===== src/rtl/seq_pkg.sv =====
// Shared definitions for the serial sequence generator/detector family.
package seq_pkg;

    localparam int unsigned SEQ_PAT_W = 3;
    localparam int unsigned SEQ_CNT_W = 4;

    typedef enum logic [1:0] {
        IDLE  = 2'b00,
        SHIFT = 2'b01,
        GAP   = 2'b10,
        DONE  = 2'b11
    } state_t;

endpackage


===== src/rtl/seq_gen_101_tx_if.sv =====
// Request/stream bundle between a pattern requester and the serial transmitter.
interface seq_gen_101_tx_if
    import seq_pkg::*;
#(
    parameter int unsigned PAT_W = SEQ_PAT_W,
    parameter int unsigned CNT_W = SEQ_CNT_W
);

    logic             start;
    logic [PAT_W-1:0] pattern;
    logic [CNT_W-1:0] repeat_n;
    logic             gap_en;
    logic             dout;
    logic             dout_vld;
    logic             busy;
    logic             done;

    modport master (
        output start, pattern, repeat_n, gap_en,
        input  dout, dout_vld, busy, done
    );

    modport slave (
        input  start, pattern, repeat_n, gap_en,
        output dout, dout_vld, busy, done
    );

endinterface


===== src/rtl/seq_gen_ctr.sv =====
// Bit-index and repetition counters for the serial transmitter.
module seq_gen_ctr
    import seq_pkg::*;
#(
    parameter int unsigned PAT_W = SEQ_PAT_W,
    parameter int unsigned CNT_W = SEQ_CNT_W
) (
    input  logic                     clk,
    input  logic                     rst,
    input  logic                     load,
    input  logic                     step,
    input  logic [CNT_W-1:0]         rep_init,
    output logic [$clog2(PAT_W)-1:0] idx,
    output logic                     last_bit,
    output logic                     last_rep
);

    localparam int unsigned IDX_W = $clog2(PAT_W);
    localparam logic [IDX_W-1:0] IDX_LAST = IDX_W'(PAT_W - 1);

    logic [CNT_W-1:0] rep;

    always_ff @(posedge clk or posedge rst) begin
        if (rst) begin
            idx <= '0;
            rep <= '0;
        end else if (load) begin
            idx <= IDX_LAST;
            rep <= rep_init;
        end else if (step) begin
            if (idx != '0) begin
                idx <= idx - 1'b1;
            end else begin
                idx <= IDX_LAST;
                // saturate at zero: the count never wraps
                if (rep != '0) begin
                    rep <= rep - 1'b1;
                end
            end
        end
    end

    assign last_bit = (idx == '0);
    assign last_rep = (rep == CNT_W'(1));

endmodule


===== src/rtl/seq_gen_101_tx.sv =====
// Moore serial pattern transmitter: sends a latched pattern MSB-first
// repeat_n times, with an optional idle cycle between repetitions.
module seq_gen_101_tx
    import seq_pkg::*;
#(
    parameter int unsigned PAT_W = SEQ_PAT_W,
    parameter int unsigned CNT_W = SEQ_CNT_W
) (
    input  logic              clk,
    input  logic              rst,
    seq_gen_101_tx_if.slave   bus
);

    localparam int unsigned IDX_W = $clog2(PAT_W);

    state_t           state;
    state_t           state_nxt;
    logic [PAT_W-1:0] pat_q;
    logic             gap_q;
    logic [IDX_W-1:0] idx_q;
    logic             last_bit;
    logic             last_rep;
    logic             accept;

    logic dout;
    logic dout_vld;
    logic busy;
    logic done;

    assign accept = (state == IDLE) && bus.start;

    always_ff @(posedge clk or posedge rst) begin
        if (rst) begin
            state <= IDLE;
        end else begin
            state <= state_nxt;
        end
    end

    always_ff @(posedge clk or posedge rst) begin
        if (rst) begin
            pat_q <= '0;
            gap_q <= 1'b0;
        end else if (accept) begin
            pat_q <= bus.pattern;
            gap_q <= bus.gap_en;
        end
    end

    seq_gen_ctr #(
        .PAT_W (PAT_W),
        .CNT_W (CNT_W)
    ) u_ctr (
        .clk      (clk),
        .rst      (rst),
        .load     (accept),
        .step     (state == SHIFT),
        .rep_init (bus.repeat_n),
        .idx      (idx_q),
        .last_bit (last_bit),
        .last_rep (last_rep)
    );

    // outputs depend on registered state only
    always_comb begin
        state_nxt = state;
        dout      = 1'b0;
        dout_vld  = 1'b0;
        busy      = 1'b0;
        done      = 1'b0;
        case (state)
            IDLE: begin
                if (bus.start) begin
                    state_nxt = (bus.repeat_n == '0) ? DONE : SHIFT;
                end
            end
            SHIFT: begin
                dout     = pat_q[idx_q];
                dout_vld = 1'b1;
                busy     = 1'b1;
                if (last_bit) begin
                    if (last_rep) begin
                        state_nxt = DONE;
                    end else if (gap_q) begin
                        state_nxt = GAP;
                    end else begin
                        state_nxt = SHIFT;
                    end
                end
            end
            GAP: begin
                busy      = 1'b1;
                state_nxt = SHIFT;
            end
            DONE: begin
                busy      = 1'b1;
                done      = 1'b1;
                state_nxt = IDLE;
            end
            default: state_nxt = IDLE;
        endcase
    end

    assign bus.dout     = dout;
    assign bus.dout_vld = dout_vld;
    assign bus.busy     = busy;
    assign bus.done     = done;

endmodule


===== src/flat_wrapper.sv =====
// flat-port wrapper written by rule: the top's interface ports become plain ports
module seq_gen_101_tx_flat import seq_pkg::*;
#(
    parameter int unsigned PAT_W = SEQ_PAT_W,
    parameter int unsigned CNT_W = SEQ_CNT_W
)
  (clk, rst, bus_start, bus_pattern, bus_repeat_n, bus_gap_en, bus_dout, bus_dout_vld, bus_busy, bus_done);
  seq_gen_101_tx_if #(.PAT_W(PAT_W), .CNT_W(CNT_W)) bus_i ();
  input  logic clk;
  input  logic rst;
  input wire logic [$bits(bus_i.start)-1:0] bus_start;
  input wire logic [$bits(bus_i.pattern)-1:0] bus_pattern;
  input wire logic [$bits(bus_i.repeat_n)-1:0] bus_repeat_n;
  input wire logic [$bits(bus_i.gap_en)-1:0] bus_gap_en;
  output wire logic [$bits(bus_i.dout)-1:0] bus_dout;
  output wire logic [$bits(bus_i.dout_vld)-1:0] bus_dout_vld;
  output wire logic [$bits(bus_i.busy)-1:0] bus_busy;
  output wire logic [$bits(bus_i.done)-1:0] bus_done;
  assign bus_i.start = bus_start;
  assign bus_i.pattern = bus_pattern;
  assign bus_i.repeat_n = bus_repeat_n;
  assign bus_i.gap_en = bus_gap_en;
  assign bus_dout = bus_i.dout;
  assign bus_dout_vld = bus_i.dout_vld;
  assign bus_busy = bus_i.busy;
  assign bus_done = bus_i.done;
  seq_gen_101_tx #(.PAT_W(PAT_W), .CNT_W(CNT_W)) u_core (.clk(clk), .rst(rst), .bus(bus_i));
endmodule

===== config.mk =====
export PLATFORM = sky130hd
export DESIGN_NAME = seq_gen_101_tx_flat
export DESIGN_NICKNAME = d
export VERILOG_FILES = /design/src/rtl/seq_pkg.sv /design/src/rtl/seq_gen_101_tx_if.sv /design/src/rtl/seq_gen_ctr.sv /design/src/rtl/seq_gen_101_tx.sv /design/src/flat_wrapper.sv
export SDC_FILE = /design/constraint.sdc
export NUM_CORES = 1
export LEC_CHECK = 0
export CAP_MARGIN = 10
export CORE_MARGIN = 3
export CORE_UTILIZATION = 35
export DETAILED_ROUTE_END_ITERATION = 6
export GPL_ROUTABILITY_DRIVEN = 0
export GPL_TIMING_DRIVEN = 0
export PLACE_DENSITY_LB_ADDON = 0.1
export SETUP_SLACK_MARGIN = 0.15
export SLEW_MARGIN = 25
export SYNTH_ARGS = -nofsm -noshare
export SYNTH_HDL_FRONTEND = slang
export SYNTH_SLANG_ARGS = --single-unit

===== constraint.sdc =====
create_clock -name clk -period 5.2 [get_ports clk]
set_clock_uncertainty 0.15 [all_clocks]
set_input_delay 0.52 -clock clk [delete_from_list [all_inputs] [get_ports clk]]
set_output_delay 0.52 -clock clk [all_outputs]
set_load 0.02 [all_outputs]

==> results.md <==
- Outcome: finished, final reports clean
- Clk sink count: 12
- Avg Inst Size Synth: 8.980 um2
- Multi-input logic area: 367.9 um2
- Register Area: 300.3 um2
- Critical path arrival: 1720 ps
- Syn_nets: 95
- Vias per cell: 5.074
- Final setup fails: 0
- Required @ worst endpoint: 4530 ps
- Initial DRC count: 11
- Slew margin rel.: 57.97%
- Cell taking the most area after synthesis: dfrtp_1
- Drt wl/cell: 11.93 um
- Clk_lat worst skew: 270 ps
- Clock root buffer: clkbuf_4
- Resized cells post-CTS: 0
- Worst Hold Slack: 324.4 ps
- Post-Syn Instances: 79
- Top-level I/O count: 15
- CP max-delay cell: clkdlybuf4s50_1
- Max IR drop VDD: 206.3 uV
- DR vias: 614
- # fillers: 192
- Antenna violations before repair: 0
- CTS tree: done
- Crit path largest cell delay: 600 ps
- Total wire length: 1444 um
- Lkg Pwr: 0.4115 nW
- Dominant synthesized flop cell: dfrtp_1
- PortBufs: 14
- Final instance area: 903.4 um2
- Die Span Y: 51.02 um
- Post-DP HPWL: 1085 um
- Area growth syn-to-layout: 27.34%
- Period minus WS final: 2388 ps
- Number of diodes: 0
- CP max FO: 5
- Max_cap viols: 0
- # rows: 15
- Total gr overflow: 0
- Seq/Total Area, Yosys: 42.33%
- Pre-Repair DR Iteration Count: 4
- Number of synthesized register bits: 12
- Post-synth top cells: 17 x nand2_1, 12 x dfrtp_1, 7 x inv_1, 5 x ha_1
- Clock transition at path regs: 70 ps
- Non-filler instance count after layout: 121
- Synth warn: 0
- Worst-path cell chain: mux2i_1 > o22a_1 > nor2_1 > clkdlybuf4s50_1
- CP Capture Type: output port
- Maximum achievable frequency: 0.4187 GHz
- Hold Path Class: flop to flop
- Synth Cell Area: 709.4 um2
- First-pass GRT wire length: 2532 um
- Chip width: 51.02 um
- Final Hold Violating Endpoints: 0
- Die area: 2603 um2
- Core box area: 1821 um2
- EDFF count, synth: 0
- Worst Setup Path Type: flop to output port
- Number of global-route vias before repair: 588
- DRC errors left: 0
- Synth area leaders: dfrtp_1 42%, nand2_1 9.0%, ha_1 8.8%
- H-Tree Depth: 1
- Tot Pwr: 0.0005051 W
- Initial Utilization: 38.97%
- RSZ-0062 raised after global routing: false
- Post-route ant nets: 0
- Cell family with most CP delay: buffers and inverters
- Largest net degree at the start of global routing: 13
- CP bufs+invs: 1
- GRT Util Overall: 12.92%
- Clock buffer depth: 2
- Power Density: 559.2 nW/um2
- Ys async rst share: 100.0%
- Fin crit share: 45.93%
- Layout cells sized above 1: 9.375%
- Cts hold-fix bufs: 0
- Inst Count DP: 118
- Netlist cell types: 30
- Cell Area, Placed: 880.8 um2
- CTS Buf Count: 3
- Worst-Margin Slew: 627.8 ps
- Slew Limit Fails: 0
- Total setup buffers inserted after CTS: 0
- Final setup TNS: 0 ps
- Most frequent cell after synthesis: nand2_1
- Synth top area share: 42.33%
- CP startpoint kind: flop
- NumNets Final: 114
cell type report:
class | count | area share [%]
multi-input combinational | 57 | 40.72
sequential | 12 | 33.24
timing repair buffer | 14 | 15.51
tap | 25 | 3.463
inverter | 7 | 2.909
clock buffer | 3 | 2.493
buffer | 3 | 1.662
logic make-up after synthesis:
family                   synth area share (%)
AND/OR/NAND/NOR                         27.69
multiplexers                            1.411
AO/OA/AOI/OAI                           13.94
buffers and inverters                   5.820
flip-flops                              42.33
adder cells (fa/ha/maj)                 8.818
registers in the layout (all words and copies together), names as in the netlist:
| signal | flops |
|---|---|
| u_core.gap_q | 1 |
| u_core.u_ctr.rep | 4 |
| u_core.state | 2 |
| u_core.pat_q | 3 |
| u_core.u_ctr.idx | 2 |
power by group:
group	switching, W	total (W)	internal (W)
sequential	0.0000508	0.000190	0.000139
combinational	0.000135	0.000257	0.000122
clock	0.0000309	0.0000577	0.0000268
total	0.000217	0.000505	0.000288
placed cells by master, fill, tap and decap left out, drive strengths merged, types with 2 or more instances in the layout:
master and n:
a211oi 2, a21oi 2, a311oi 2, buf 3
clkbuf 3, clkdlybuf4s50 14, dfrtp 12, ha 5
inv 7, nand2 17, nand3 4, nor2 5
or3b 2
path summary, 6_finish.rpt:
path | startpoint | endpoint | slack, ps | cells past startpoint
max in group asynchronous | rst | u_core.pat_q[1]$_DFFE_PP0N_ | 4160 | 2
setup / recovery | u_core.u_ctr.idx[1]$_DFFE_PP0P_ | bus_dout | 2810 | 4
hold / removal | u_core.pat_q[1]$_DFFE_PP0N_ | u_core.pat_q[1]$_DFFE_PP0N_ | 320 | 2
hold reg to reg | u_core.pat_q[1]$_DFFE_PP0N_ | u_core.pat_q[1]$_DFFE_PP0N_ | 320 | 2
setup reg to reg | u_core.u_ctr.rep[0]$_DFFE_PP0P_ | u_core.u_ctr.rep[1]$_DFFE_PP0P_ | 3460 | 6
min in group asynchronous | rst | u_core.u_ctr.rep[1]$_DFFE_PP0P_ | 410 | 2
stage by stage:
| step | util [%] | setup WS, ps |
|---|---|---|
| finish | 49.62 | 2812 |
| global placement | 48.38 | 3005 |
| CTS | 49.62 | 2783 |
| floorplan | - | 3534 |
| detailed placement | 48.38 | 3005 |
| global route | 49.62 | 2684 |
layer usage:
metal / GRT usage (%) / part of all wire (%)
met4: 5.381 / 0.42
met3: 2.624 / 4.2
met5: 0 / 0
met2: 19.96 / 45
met1: 17.42 / 50
worst register-to-register path, delay by kind of cell, from the launching register on:
kind	cells	cell delay, ps
flip-flops	1	440
buffers and inverters	2	260
adder cells (fa/ha/maj)	1	130
AND/OR/NAND/NOR	1	320
AO/OA/AOI/OAI	2	310
Note: power is estimated with default switching activity, not from simulation.
